[config.mk]
export PLATFORM = sky130hd
export DESIGN_NAME = reaction_timer_ctrl_flat
export DESIGN_NICKNAME = d
export VERILOG_FILES = /design/src/rtl/reaction_timer_ctrl_if.sv /design/src/rtl/reaction_timer_ctrl.sv /design/src/flat_wrapper.sv
export SDC_FILE = /design/constraint.sdc
export NUM_CORES = 1
export LEC_CHECK = 0
export CAP_MARGIN = 20
export CORE_ASPECT_RATIO = 2
export CORE_MARGIN = 1
export CORE_UTILIZATION = 30
export DETAILED_ROUTE_END_ITERATION = 8
export PLACE_DENSITY_LB_ADDON = 0.08
export REMOVE_ABC_BUFFERS = 1
export SLEW_MARGIN = 20
export SYNTH_ARGS = -nofsm -noshare
export SYNTH_HDL_FRONTEND = slang
export SYNTH_SLANG_ARGS = --single-unit
[constraint.sdc]
create_clock -name ADC_CLK_10 -period 2.93 [get_ports ADC_CLK_10]
set_clock_uncertainty 0.2 [all_clocks]
set_input_delay 0.586 -clock ADC_CLK_10 [delete_from_list [all_inputs] [get_ports ADC_CLK_10]]
set_output_delay 0.586 -clock ADC_CLK_10 [all_outputs]
set_load 0.005 [all_outputs]
[src/rtl/reaction_timer_ctrl_if.sv]
// Signal bundle between the reaction-time sequencer and the rest of top:
// ms strobe, LFSR and button in; BCD-counter controls, LEDs and results out.
interface reaction_timer_ctrl_if #(
  parameter int W = 14
);
  logic         tick_ms;
  logic         btn_n;
  logic [14:0]  rand_num;
  logic         cnt_clr;
  logic         cnt_inc;
  logic         led_go;
  logic         led_foul;
  logic [W-1:0] result_ms;
  logic [W-1:0] best_ms;
  logic         new_best;
  logic [2:0]   state;

  modport master (
    output tick_ms,
    output btn_n,
    output rand_num,
    input  cnt_clr,
    input  cnt_inc,
    input  led_go,
    input  led_foul,
    input  result_ms,
    input  best_ms,
    input  new_best,
    input  state
  );

  modport slave (
    input  tick_ms,
    input  btn_n,
    input  rand_num,
    output cnt_clr,
    output cnt_inc,
    output led_go,
    output led_foul,
    output result_ms,
    output best_ms,
    output new_best,
    output state
  );
endinterface

[src/rtl/reaction_timer_ctrl.sv]
// Reaction-time game sequencer: random wait, GO, ms counting, foul and
// timeout handling, last/best result tracking. All outputs registered.
module reaction_timer_ctrl #(
  parameter int MIN_DELAY_MS = 1000,
  parameter int RAND_BITS    = 11,
  parameter int MAX_MS       = 9999,
  parameter int W            = 14
) (
  input  logic                  ADC_CLK_10,
  input  logic                  rst,
  reaction_timer_ctrl_if.slave  io
);

  typedef enum logic [2:0] {
    IDLE  = 3'd0,
    ARMED = 3'd1,
    GO    = 3'd2,
    DONE  = 3'd3,
    FOUL  = 3'd4
  } state_e;

  localparam logic [W-1:0] MAX_W = W'(MAX_MS);
  localparam logic [W-1:0] MIN_W = W'(MIN_DELAY_MS);
  localparam logic [W-1:0] ONE_W = W'(1);

  state_e       state_q;
  logic         s1_q;
  logic         s2_q;
  logic         prev_q;
  logic         press;
  logic [W-1:0] delay_q;
  logic [W-1:0] ms_q;
  logic [W-1:0] result_q;
  logic [W-1:0] best_q;
  logic         clr_q;
  logic         inc_q;
  logic         nb_q;
  logic         go_q;
  logic         foul_q;
  logic [W-1:0] load_val;

  // Button is asynchronous; released level is 1 so reset never fakes a press
  always_ff @(posedge ADC_CLK_10 or posedge rst) begin
    if (rst) begin
      s1_q   <= 1'b1;
      s2_q   <= 1'b1;
      prev_q <= 1'b1;
    end else begin
      s1_q   <= io.btn_n;
      s2_q   <= s1_q;
      prev_q <= s2_q;
    end
  end

  assign press    = ~s2_q & prev_q;
  assign load_val = MIN_W + W'(io.rand_num[RAND_BITS-1:0]);

  always_ff @(posedge ADC_CLK_10 or posedge rst) begin
    if (rst) begin
      state_q  <= IDLE;
      delay_q  <= '0;
      ms_q     <= '0;
      result_q <= '0;
      best_q   <= MAX_W;
      clr_q    <= 1'b0;
      inc_q    <= 1'b0;
      nb_q     <= 1'b0;
      go_q     <= 1'b0;
      foul_q   <= 1'b0;
    end else begin
      clr_q <= 1'b0;
      inc_q <= 1'b0;
      nb_q  <= 1'b0;
      unique case (state_q)
        IDLE: begin
          if (press) begin
            delay_q <= load_val;
            ms_q    <= '0;
            clr_q   <= 1'b1;
            state_q <= ARMED;
          end
        end
        ARMED: begin
          // An early press is a foul even if a tick lands the same cycle
          if (press) begin
            foul_q  <= 1'b1;
            state_q <= FOUL;
          end else if (io.tick_ms) begin
            if (delay_q == ONE_W) begin
              go_q    <= 1'b1;
              state_q <= GO;
            end else begin
              delay_q <= delay_q - ONE_W;
            end
          end
        end
        GO: begin
          if (press) begin
            result_q <= ms_q;
            go_q     <= 1'b0;
            state_q  <= DONE;
            if (ms_q < best_q) begin
              best_q <= ms_q;
              nb_q   <= 1'b1;
            end
          end else if (io.tick_ms) begin
            inc_q <= 1'b1;
            if (ms_q >= MAX_W - ONE_W) begin
              ms_q     <= MAX_W;
              result_q <= MAX_W;
              go_q     <= 1'b0;
              state_q  <= DONE;
            end else begin
              ms_q <= ms_q + ONE_W;
            end
          end
        end
        DONE, FOUL: begin
          if (press) begin
            delay_q <= load_val;
            ms_q    <= '0;
            clr_q   <= 1'b1;
            foul_q  <= 1'b0;
            state_q <= ARMED;
          end
        end
        default: begin
          go_q    <= 1'b0;
          foul_q  <= 1'b0;
          state_q <= IDLE;
        end
      endcase
    end
  end

  assign io.cnt_clr   = clr_q;
  assign io.cnt_inc   = inc_q;
  assign io.led_go    = go_q;
  assign io.led_foul  = foul_q;
  assign io.result_ms = result_q;
  assign io.best_ms   = best_q;
  assign io.new_best  = nb_q;
  assign io.state     = state_q;

endmodule

[src/flat_wrapper.sv]
// flat-port wrapper written by rule: the top's interface ports become plain ports
module reaction_timer_ctrl_flat 
#(
  parameter int MIN_DELAY_MS = 1000,
  parameter int RAND_BITS    = 11,
  parameter int MAX_MS       = 9999,
  parameter int W            = 14
)
  (ADC_CLK_10, rst, io_tick_ms, io_btn_n, io_rand_num, io_cnt_clr, io_cnt_inc, io_led_go, io_led_foul, io_result_ms, io_best_ms, io_new_best, io_state);
  reaction_timer_ctrl_if #(.W(W)) io_i ();
  input  logic ADC_CLK_10;
  input  logic rst;
  input wire logic [$bits(io_i.tick_ms)-1:0] io_tick_ms;
  input wire logic [$bits(io_i.btn_n)-1:0] io_btn_n;
  input wire logic [$bits(io_i.rand_num)-1:0] io_rand_num;
  output wire logic [$bits(io_i.cnt_clr)-1:0] io_cnt_clr;
  output wire logic [$bits(io_i.cnt_inc)-1:0] io_cnt_inc;
  output wire logic [$bits(io_i.led_go)-1:0] io_led_go;
  output wire logic [$bits(io_i.led_foul)-1:0] io_led_foul;
  output wire logic [$bits(io_i.result_ms)-1:0] io_result_ms;
  output wire logic [$bits(io_i.best_ms)-1:0] io_best_ms;
  output wire logic [$bits(io_i.new_best)-1:0] io_new_best;
  output wire logic [$bits(io_i.state)-1:0] io_state;
  assign io_i.tick_ms = io_tick_ms;
  assign io_i.btn_n = io_btn_n;
  assign io_i.rand_num = io_rand_num;
  assign io_cnt_clr = io_i.cnt_clr;
  assign io_cnt_inc = io_i.cnt_inc;
  assign io_led_go = io_i.led_go;
  assign io_led_foul = io_i.led_foul;
  assign io_result_ms = io_i.result_ms;
  assign io_best_ms = io_i.best_ms;
  assign io_new_best = io_i.new_best;
  assign io_state = io_i.state;
  reaction_timer_ctrl #(.MIN_DELAY_MS(MIN_DELAY_MS), .RAND_BITS(RAND_BITS), .MAX_MS(MAX_MS), .W(W)) u_core (.ADC_CLK_10(ADC_CLK_10), .rst(rst), .io(io_i));
endmodule
Yosys cells after proc, flatten, opt, wreduce, memory -nomap -nowiden
Index checks and enable logic that the tools add are counted.
{ "totals": {"regBits": 67, "input_bits": 19, "elab_cells": 94} }
{ "op_classes": {"addsub": 3, "n_lt_le_gt_ge": 2, "eq_ne": 18, "n_mux": 39, "bitwise_logic": 4, "reduce_logical": 15} }
{ "ops": {"columns": ["operator", "n"], "rows": [
  ["$mux W14", 11],
  ["$pmux W14 S2", 2],
  ["$mux W3", 7],
  ["$mux W1", 16],
  ["$add A14 B1 Y14 const B", 1],
  ["$eq A14 B1 Y1 const B", 1],
  ["$ge A14 B14 Y1 const B", 1],
  ["$lt A14 B14 Y1", 1],
  ["$sub A14 B1 Y14 const B", 1],
  ["$add A10 B11 Y12 const A", 1],
  ["$ne A2 B2 Y1 const B", 5],
  ["$reduce_and A5 Y1", 2],
  ["$pmux W3 S3", 1],
  ["$reduce_and A3 Y1", 3],
  ["$ne A2 B1 Y1 const B", 4],
  ["$reduce_bool A2 Y1", 4],
  ["$eq A3 B2 Y1 const B", 2],
  ["$ne A3 B1 Y1 const B", 2],
  ["$ne A3 B2 Y1 const B", 2],
  ["$pmux W1 S3", 2],
  ["$reduce_and A6 Y1", 1],
  ["$reduce_and A4 Y1", 1],
  ["$reduce_or A2 Y1", 2],
  ["$eq A3 B1 Y1 const B", 1],
  ["other kinds (5)", 7]
]} }

Depth between registers and ports, before layout
Gate-level depths: netlist of run 1.
{ "logic_depth": {"depth_word": 5, "ltp_mapped": 9, "ltp_nobuf": 8} }

Worst setup path after synthesis of run 1
No wires, ideal clock.
{ "synth_path": {"kind": "register to register", "start": "register u_core.best_q[8] (netlist: u_core.io.best_ms[8])", "end": "register u_core.best_q[4] (netlist: u_core.io.best_ms[4])", "setup_time_ns": 0.125, "arrival_time_ns": 2.184, "path_slack_ns": 0.422, "stages_incl_launch_ff": 9, "n_path_buf": 1, "synth_period_minus_slack_ns": 2.508, "path_cell_list": "dfstp_2 -> inv_1 -> ha_1 -> and4_1 -> o211ai_1 -> o21bai_1 -> nand3_1 -> buf_1 -> mux2_2"} }
{ "synth_via": {"elab_chain_len": 2} }
{ "synth_lines": {"columns": ["element", "line_no", "source"], "rows": [
  ["start: declaration", "reaction_timer_ctrl.sv:34", "logic [W-1:0] best_q;"],
  ["start signal: assignment", "reaction_timer_ctrl.sv:103", "best_q <= ms_q;"],
  ["$lt A14 B14 Y1", "reaction_timer_ctrl.sv:102", "if (ms_q < best_q) begin"],
  ["$reduce_and A3 Y1 (no source line)", null, null]
]} }
No other way between the ends.
A chain may end at the register's enable or synchronous reset.

Worst setup path after layout of run 1
{ "layout_path": {"start": "register u_core.ms_q[0]", "end": "register u_core.ms_q[5]"} }
{ "layout_via": {"elab_chain_len": 5} }
{ "layout_lines": {"columns": ["element", "line_no", "source"], "rows": [
  ["start: declaration", "reaction_timer_ctrl.sv:32", "logic [W-1:0] ms_q;"],
  ["start signal: assignment", "reaction_timer_ctrl.sv:114", "ms_q <= ms_q + ONE_W;"],
  ["$add A14 B1 Y14 or $ge A14 B14 Y1 (tied branches)", "reaction_timer_ctrl.sv:114, reaction_timer_ctrl.sv:108", null],
  ["$mux W14 *", "reaction_timer_ctrl.sv:108", "if (ms_q >= MAX_W - ONE_W) begin"],
  ["$mux W14 *", "reaction_timer_ctrl.sv:106", "end else if (io.tick_ms) begin"],
  ["$mux W14 *", "reaction_timer_ctrl.sv:98", "if (press) begin"],
  ["$pmux W14 S2 *", "reaction_timer_ctrl.sv:74", "unique case (state_q)"]
]} }
Every way passes the cells marked *; elsewhere a longest branch is shown, timed or not. The select of a mux whose other input is x is not followed.

==> results.yml, run 1 <==
route:
  drt_iter0_markers: 131
  via_count: 3186
  routed_wl_mm: 10.52
  vias_per_cell: 5.275
  drc_errors: 0
  met1_length_mm: 3.811
  wl_per_cell_microns: 17.41
  highest_layer: "met4"
  wl_met3_microns: 294
  ant_nets: 0
  wl_met2_mm: 6.166
  drtPass1Iterations: 4
worst_setup_path:
  r2r_start: "u_core.ms_q[0]"
  worstPathRequired_ns: 2.98
  crit_path_end_kind: "flop"
  endpoint: "u_core.ms_q[5]"
  critical_path.most_common_cell: "o211a_1"
  path_class: "flop to flop"
  reg2reg_to: "u_core.ms_q[5]"
  crit_start: "u_core.ms_q[0]"
  crit_chain: "inv_1 -> ha_1 -> o211a_1 -> o211a_1 -> or4_4 -> or3_1 -> o21ai_0"
  reg2reg_slack_ns: 0.29
  critical_path_arrival_ns: 2.69
  ff2ff_path_depth: 7
  slowest_delay_ns: 0.59
  cp_max_fo: 8
  crit_slowest_cell: "or4_4"
  start_kind: "flop"
sta:
  hold_violations: 0
  fin_tns_setup_ns: 0
  fin_crit_sh: 0.9010
  final-max-slew-violation-count: 0
  slew_headroom: 0.2816
  worst_pin_slew_ns: 1.078
  fin_crit_ns: 2.640
  rsz0062_at_grt: "false"
  fmax_mhz: 378.8
  finalSetupViolCount: 0
clock_network:
  cts_max_path_buffers: 2
  root_buffer: "clkbuf_16"
  post-cts-setup-buffer-count: 0
  cts_buffers: 9
  clock-sinks: 67
  cts_tree: "yes"
  cts_hold_buf: 0
  clk_latency_ns: 0.34
  cts_resized: 0
  cts.clk_slew.worst_paths_ns: 0.06
  htree_levels: 3
placement:
  io_buffers: 50
  place_area_sq_um: 4509
  hpwl_mm: 7.810
  routabilityCongestion: 0.7503
floorplan:
  design.core.area_sq_um: 11840
  io_pins: 55
  fp.dieW_microns: 80.29
  die-area_sq_um: 12730
  initial_core_util: 0.3105
  die-height_microns: 158.6
  rows: 56
cells_and_area:
  drive_gt1_frac: 0.1481
  stdcell_area_sq_um: 4788
  fillCellCount: 1176
  num-nets-final: 491
  n_antenna_cell: 0
  area.growth.synth_to_final_pct: 30.21
yosys:
  synth_common_cells: "56 x dfrtp_1, 34 x o21ai_0, 30 x inv_1, 29 x nor2_1, 22 x nand2_1"
  ys_dominant_reg_cell: "dfrtp_1"
  synth-edff-count: 0
  synth_top_area_cell: "dfrtp_1"
  synthArstFlopShare: 1.000
  synth.top_cell.area_share: 0.3811
  synth_seq_cells: 67
  netlist_area_sq_um: 3677
  synth_warnings: 0
  synth_cell_types: 52
  synth_cells: 384
  ys_top_cells_by_area: "dfrtp_1 38%, dfstp_2 7.9%, ha_1 6.1%"
  synth_most_common_cell: "dfrtp_1"
  ys_seq_area_frac: 0.4597
  postSynthAreaPerCell_sq_um: 9.576
power:
  ir_worst_vdd_mv: 0.2825
  power_density_nw_per_um2: 619.8
  p_leak_uw: 0.002044
grt:
  grt_pass1_wl_mm: 16.87
  overflow: 0
  antenna_found_initial: 0
  grt_start_max_net_pins: 68
  grt_pass1_vias: 3363
  globalRouteTotalUtil: 0.1800
job:
  maxCapViolations: 0
min_path:
  min_path_type: "flop to flop"
status:
  status: "completed"
==> logic make-up (layout without fill, tap and decap cells) <==
family / after synthesis / count (layout) / synth area share
compound gates: 117 / 117 / 0.2089
simple gates: 116 / 116 / 0.1671
flops: 67 / 67 / 0.4597
buf+inv: 46 / 121 / 0.04764
fa+ha+maj: 18 / 18 / 0.06125
mux: 14 / 14 / 0.04117
xor+xnor: 6 / 6 / 0.01429
==> state kept, by name, indices dropped and copies added (netlist names) <==
register	flops
u_core.io.cnt_clr	1
u_core.s1_q	1
u_core.io.best_ms	14
u_core.io.state	3
u_core.io.result_ms	14
u_core.ms_q	14
u_core.io.cnt_inc	1
u_core.io.led_go	1
u_core.delay_q	14
u_core.s2_q	1
u_core.io.led_foul	1
u_core.prev_q	1
u_core.io.new_best	1
==> how the worst min path moves through the flow <==
stage                 from     endpoint  slack [ns]  cells after the start
2_1_floorplan  u_core.s1_q  u_core.s2_q        0.15                      0
3_3_place_gp   u_core.s1_q  u_core.s2_q        0.15                      0
3_5_place_dp   u_core.s1_q  u_core.s2_q        0.15                      0
4_1_cts        u_core.s1_q  u_core.s2_q        0.16                      0
5_1_grt        u_core.s1_q  u_core.s2_q        0.16                      0
6_report       u_core.s1_q  u_core.s2_q        0.15                      0
==> layer usage <==
layer / vias up / track usage
li1: 1551 / -
met2: 56 / 0.3578
met3: 17 / 0.03324
met5: - / 0
met4: 0 / 0.08078
met1: 1562 / 0.1718
==> worst max-delay path, delay by kind of cell (launching register included) <==
family / cells / cell delay (ns)
AND/OR/NAND/NOR: 2 / 0.95
adder cells (fa/ha/maj): 1 / 0.21
buffers and inverters: 1 / 0.11
AO/OA/AOI/OAI: 3 / 0.61
flip-flops: 1 / 0.47
==> per-stage QoR <==
stage,utilization,std cells,power (uW),setup slack [ns],hold slack (ns)
global route,0.4044,604,3170,0.1255,0.1582
floorplan,-,368,1636,0.3206,0.1452
global placement,0.3808,588,1963,0.2187,0.1485
detailed placement,0.3808,588,1977,0.2286,0.1473
finish,0.4044,604,2968,0.2902,0.1542
CTS,0.4044,604,3016,0.2571,0.1563
==> cell usage in the layout (no fill, tap or decap), types with 5 or more instances in the layout <==
| master | Yosys | layout |
|---|---|---|
| a211oi_1 | 6 | 6 |
| a21oi_1 | 19 | 19 |
| a22o_1 | 5 | 5 |
| a31oi_1 | 12 | 12 |
| buf_4 | 0 | 23 |
| clkbuf_16 | 0 | 9 |
| clkdlybuf4s50_1 | 0 | 50 |
| dfrtp_1 | 56 | 56 |
| dfstp_2 | 11 | 11 |
| ha_1 | 18 | 18 |
| inv_1 | 30 | 29 |
| mux2_2 | 9 | 9 |
| mux2i_1 | 5 | 5 |
| nand2_1 | 22 | 22 |
| nand3_1 | 17 | 17 |
| nor2_1 | 29 | 29 |
| nor3_1 | 5 | 5 |
| nor4_1 | 6 | 6 |
| o21a_1 | 8 | 8 |
| o21ai_0 | 34 | 34 |
| o22a_1 | 7 | 7 |
| or3_1 | 7 | 7 |
==> power breakdown <==
part / leakage [uW] / internal, uW / switching (uW)
combinational: 0.00108 / 334 / 450
sequential: 0.000840 / 1050 / 124
clock: 0.000128 / 576 / 437
==> layout make-up <==
class	count	area, sq um	share of cell area
clock inverter	7	53.80	0.01124
clock buffer	9	225.2	0.04703
sequential	67	1690	0.3530
multi-input combinational	271	1812	0.3784
timing repair buffer	75	713.2	0.1489
inverter	30	112.6	0.02352
tap	145	181.4	0.03789
No activity file was read; power rests on OpenSTA's default activity.
==> run 2, diff against run 1 <==
--- a/config.mk
+++ b/config.mk
@@ -11,7 +11,6 @@
 export CORE_UTILIZATION = 30
 export DETAILED_ROUTE_END_ITERATION = 8
 export PLACE_DENSITY_LB_ADDON = 0.08
-export REMOVE_ABC_BUFFERS = 1
 export SLEW_MARGIN = 20
 export SYNTH_ARGS = -nofsm -noshare
 export SYNTH_HDL_FRONTEND = slang
==> results.yml, run 2 (same netlist as run 1, synthesis figures left out) <==
worst_setup_path:
  crit_start: "u_core.ms_q[7]"
  critical_path_arrival_ns: 2.58
  path_class: "flop to flop"
  slowest_delay_ns: 0.59
  reg2reg_slack_ns: 0.39
  crit_slowest_cell: "or4_4"
  worstPathRequired_ns: 2.97
  r2r_start: "u_core.ms_q[7]"
  cp_max_fo: 6
  crit_path_end_kind: "flop"
  crit_chain: "or4_1 -> o211a_1 -> or4_4 -> or3_1 -> o21ai_0"
  start_kind: "flop"
sta:
  hold_slack_ns: 0.1548
  finalSetupViolCount: 0
  final-max-slew-violation-count: 0
  rsz0062_at_grt: "false"
  fin_crit_sh: 0.8655
  fmax_mhz: 394.4
  fin_tns_setup_ns: 0
  fin_crit_ns: 2.536
  slew_headroom: 0.2950
  hold_violations: 0
  worst_pin_slew_ns: 1.057
grt:
  overflow: 0
  grt_util_met1: 0.1740
  grt_util_met3: 0.02923
  globalRouteTotalUtil: 0.1845
  globalRouteMet2Util: 0.3671
  grt_pass1_vias: 3344
  grt-busiest-layer: "met2"
  grt_pass1_wl_mm: 17.17
  antenna_found_initial: 0
  grt_start_max_net_pins: 68
cells_and_area:
  drive_gt1_frac: 0.1500
  layout_commonest_cell: "dfrtp_1"
  layout_common_cells: "56 x dfrtp_1, 50 x clkdlybuf4s50_1, 34 x o21ai_0"
  num-nets-final: 492
  area.growth.synth_to_final_pct: 30.49
  n_antenna_cell: 0
clock_network:
  clk_latency_ns: 0.33
  cts_resized: 0
  cts_max_path_buffers: 2
  cts_tree: "yes"
  htree_levels: 3
  cts_hold_buf: 0
  cts.clk_slew.worst_paths_ns: 0.06
  cts_buffers: 9
  root_buffer: "clkbuf_16"
  post-cts-setup-buffer-count: 0
  clock-sinks: 67
power:
  sw_frac_of_total: 0.3283
  power.switching_uw: 988.7
  p_int_uw: 2023
  comb_power_share: 0.257
  p_seq_frac: 0.388
  power_density_nw_per_um2: 627.6
  power_frac_clock: 0.355
  p_leak_uw: 0.002061
  ir_worst_vdd_mv: 0.3163
placement:
  io_buffers: 50
  routabilityCongestion: 0.7671
  hpwl_mm: 8.372
route:
  wl_per_cell_microns: 18.11
  via_count: 3220
  drt_iter0_markers: 159
  ant_nets: 0
  vias_per_cell: 5.322
  routed_wl_mm: 10.96
  drtPass1Iterations: 4
  drc_errors: 0
floorplan:
  die-height_microns: 158.6
  rows: 56
  design.core.area_sq_um: 11840
  initial_core_util: 0.3105
  io_pins: 55
  die-area_sq_um: 12730
  fp.dieW_microns: 80.29
job:
  maxCapViolations: 0
yosys:
  syn_nets: 421
status:
  status: "completed"
min_path:
  min_from: "u_core.s1_q"
  min_path_type: "flop to flop"
-- run 2: changes by cell type in the layout (fill, tap and decap cells not counted) --
cell | before | now
bufinv_16 | 0 | 1
buf_4 | 23 | 25
clkinvlp_4 | 3 | 2
buf_12 | 2 | 1
clkinv_2 | 1 | 3
inv_6 | 1 | 0
clkinv_4 | 2 | 1
-- run 2: layer usage --
layer  vias to the layer above  wire length (microns)
li1                       1538                      -
met1                      1580                   3726
met2                        75                   6462
met3                        27                    327
met4                         0                    440
met5                         -                      0
-- run 2: path summary, 6_finish.rpt --
| kind | endpoint | depth (start not counted) |
|---|---|---|
| worst min-delay path | u_core.s2_q | 0 |
| worst min register to register | u_core.s2_q | 0 |
| min in group asynchronous | u_core.delay_q[5] | 3 |
| worst max-delay path | u_core.ms_q[6] | 5 |
| max in group asynchronous | u_core.io.best_ms[2] | 3 |
| worst max register to register | u_core.ms_q[6] | 5 |
-- run 2: power by group through the flow --
| stage | Combinational [uW] | Clock [uW] | Sequential [uW] |
|---|---|---|---|
| after CTS | 784 | 1110 | 1170 |
| after global routing | 865 | 1150 | 1200 |
| after global placement | 772 | 0 | 1180 |
| final | 774 | 1070 | 1170 |
| after floorplan | 499 | 0 | 1160 |
| after detailed placement | 782 | 0 | 1180 |
-- run 2: worst max-delay path, delay by kind of cell, from the launching register on --
kind               cells  cell delay [ns]
AOI/OAI and AO/OA      2             0.40
DFF                    1             0.37
and+or+nand+nor        3             1.48
-- run 2: cell type report --
type | count | area, sq um
clock buffer | 9 | 225.2
clock inverter | 7 | 68.82
fill | 1175 | 7043
inverter | 30 | 112.6
multi-input combinational | 271 | 1812
sequential | 67 | 1690
tap | 145 | 181.4
timing repair buffer | 76 | 708.2
-- run 2: through the flow --
stage / total power [uW] / area (sq um) / setup WS [ns] / util / cells
2_1_floorplan: 1659 / 3677 / 0.4215 / - / 384
3_3_place_gp: 1953 / 4504 / 0.2071 / 0.3804 / 589
3_5_place_dp: 1964 / 4504 / 0.1908 / 0.3804 / 589
4_1_cts: 3060 / 4798 / 0.3831 / 0.4052 / 605
5_1_grt: 3207 / 4798 / 0.2707 / 0.4052 / 605
6_report: 3011 / 4798 / 0.3942 / 0.4052 / 605
==> run 3, diff against run 2 <==
--- a/config.mk
+++ b/config.mk
@@ -8,7 +8,7 @@
 export CAP_MARGIN = 20
 export CORE_ASPECT_RATIO = 2
 export CORE_MARGIN = 1
-export CORE_UTILIZATION = 30
+export CORE_UTILIZATION = 40
 export DETAILED_ROUTE_END_ITERATION = 8
 export PLACE_DENSITY_LB_ADDON = 0.08
 export SLEW_MARGIN = 20
==> constraint.sdc (replaced) <==
create_clock -name ADC_CLK_10 -period 3 [get_ports ADC_CLK_10]
set_clock_uncertainty 0.2 [all_clocks]
set_input_delay 0.6 -clock ADC_CLK_10 [delete_from_list [all_inputs] [get_ports ADC_CLK_10]]
set_output_delay 0.6 -clock ADC_CLK_10 [all_outputs]
set_load 0.005 [all_outputs]
==> results.yml, run 3 (same netlist as run 1, synthesis figures left out) <==
floorplan:
  io_pins: 55
  rows: 49
  initial_core_util: 0.4108
  die-area_sq_um: 9604
  fp.dieW_microns: 69.80
  die-height_microns: 137.6
  design.core.area_sq_um: 8951
clock_network:
  post-cts-setup-buffer-count: 0
  root_buffer: "clkbuf_16"
  cts_tree: "yes"
  clock-sinks: 67
  cts_hold_buf: 0
  cts_max_path_buffers: 2
  htree_levels: 3
  cts.clk_slew.worst_paths_ns: 0.05
  clk_latency_ns: 0.33
  cts_resized: 0
  cts_buffers: 9
route:
  drt_iter0_markers: 108
  met1_length_mm: 3.518
  drc_errors: 0
  wl_met2_mm: 5.917
  via_count: 3251
  routed_wl_mm: 10.08
  wl_met3_microns: 308
  vias_per_cell: 5.826
  drtPass1Iterations: 5
  ant_nets: 0
  highest_layer: "met4"
  wl_per_cell_microns: 18.07
grt:
  overflow: 0
  grt_start_max_net_pins: 46
  grt_pass1_wl_mm: 15.78
  grt_pass1_vias: 3205
  globalRouteTotalUtil: 0.2157
  antenna_found_initial: 0
placement:
  hpwl_mm: 7.589
  routabilityCongestion: 0.8347
  io_buffers: 50
  dpl.cell_count: 542
sta:
  fin_tns_setup_ns: 0
  finalSetupViolCount: 0
  slew_headroom: 0.3155
  final-max-slew-violation-count: 0
  fin_crit_ns: 2.628
  fin_crit_sh: 0.8759
  worst_pin_slew_ns: 1.027
  fmax_mhz: 380.5
  hold_violations: 0
  rsz0062_at_grt: "false"
job:
  maxCapViolations: 0
cells_and_area:
  final_cells: 558
  area.growth.synth_to_final_pct: 28.34
  layout_common_cells: "56 x dfrtp_1, 50 x clkdlybuf4s50_1, 34 x o21ai_0"
  num-nets-final: 488
  layout_commonest_cell: "dfrtp_1"
  final_util: 0.5273
  n_antenna_cell: 0
  drive_gt1_frac: 0.1360
yosys:
  syn_nets: 421
power:
  power.total_uw: 2956
  ir_worst_vdd_mv: 0.3998
  p_leak_uw: 0.002043
  power_density_nw_per_um2: 626.3
worst_setup_path:
  cp_max_fo: 8
  path_class: "flop to flop"
  start_kind: "flop"
  critical_path_arrival_ns: 2.67
  worstPathRequired_ns: 3.05
  crit_path_end_kind: "flop"
min_path:
  min_path_type: "flop to flop"
status:
  status: "completed"
[run 3: cell count changes in the layout (fill, tap and decap cells not counted)]
| cell | delta |
|---|---|
| clkinv_2 | -2 |
| clkinvlp_4 | -2 |
| buf_4 | -4 |
| clkbuf_8 | +2 |
| clkbuf_1 | +3 |
| clkinv_4 | -1 |
[run 3: path summary, 6_finish.rpt]
kind | from | end | slack [ns] | cells past startpoint
worst max-delay path | u_core.ms_q[0] | u_core.ms_q[5] | 0.37 | 7
worst min-delay path | u_core.s1_q | u_core.s2_q | 0.16 | 0
worst max register to register | u_core.ms_q[0] | u_core.ms_q[5] | 0.37 | 7
worst min register to register | u_core.s1_q | u_core.s2_q | 0.16 | 0
max in group asynchronous | rst | u_core.ms_q[1] | 1.53 | 3
min in group asynchronous | rst | u_core.delay_q[0] | 0.43 | 2
[run 3: routing by layer]
layer / up-vias / global-route usage
met3: 21 / 0.03292
met2: 86 / 0.4225
li1: 1546 / -
met1: 1598 / 0.2128
met5: - / 0
met4: 0 / 0.1133
[run 3: layout make-up]
| cell class | instances | area [sq um] |
|---|---|---|
| clock inverters | 2 | 35.03 |
| repair buffers | 72 | 678.2 |
| clock buffers | 14 | 264.0 |
| inverters | 30 | 112.6 |
| fillers | 822 | 4232 |
| well taps | 102 | 127.6 |
| multi-input cells | 271 | 1812 |
| flip-flops and latches | 67 | 1690 |
[run 3: through the flow]
stage | setup WS (ns) | hold WS (ns) | cell area [sq um]
2_1_floorplan | 0.4915 | 0.1452 | 3677
3_3_place_gp | 0.2154 | 0.1507 | 4420
3_5_place_dp | 0.1879 | 0.1491 | 4420
4_1_cts | 0.3736 | 0.1568 | 4720
5_1_grt | 0.05918 | 0.1628 | 4720
6_report | 0.3722 | 0.1562 | 4720
[run 3: critical path, cell delays in order, from the launching register on]
cell and delay, ns:
dfrtp_1 0.48, inv_1 0.12, ha_1 0.21, o211a_1 0.24, o211a_1 0.28, or4_4 0.58, or3_1 0.36, o21ai_0 0.08
[run 3: where the power goes]
part	switching (uW)	internal [uW]
logic	424	314
registers	137	1020
clock network	370	688
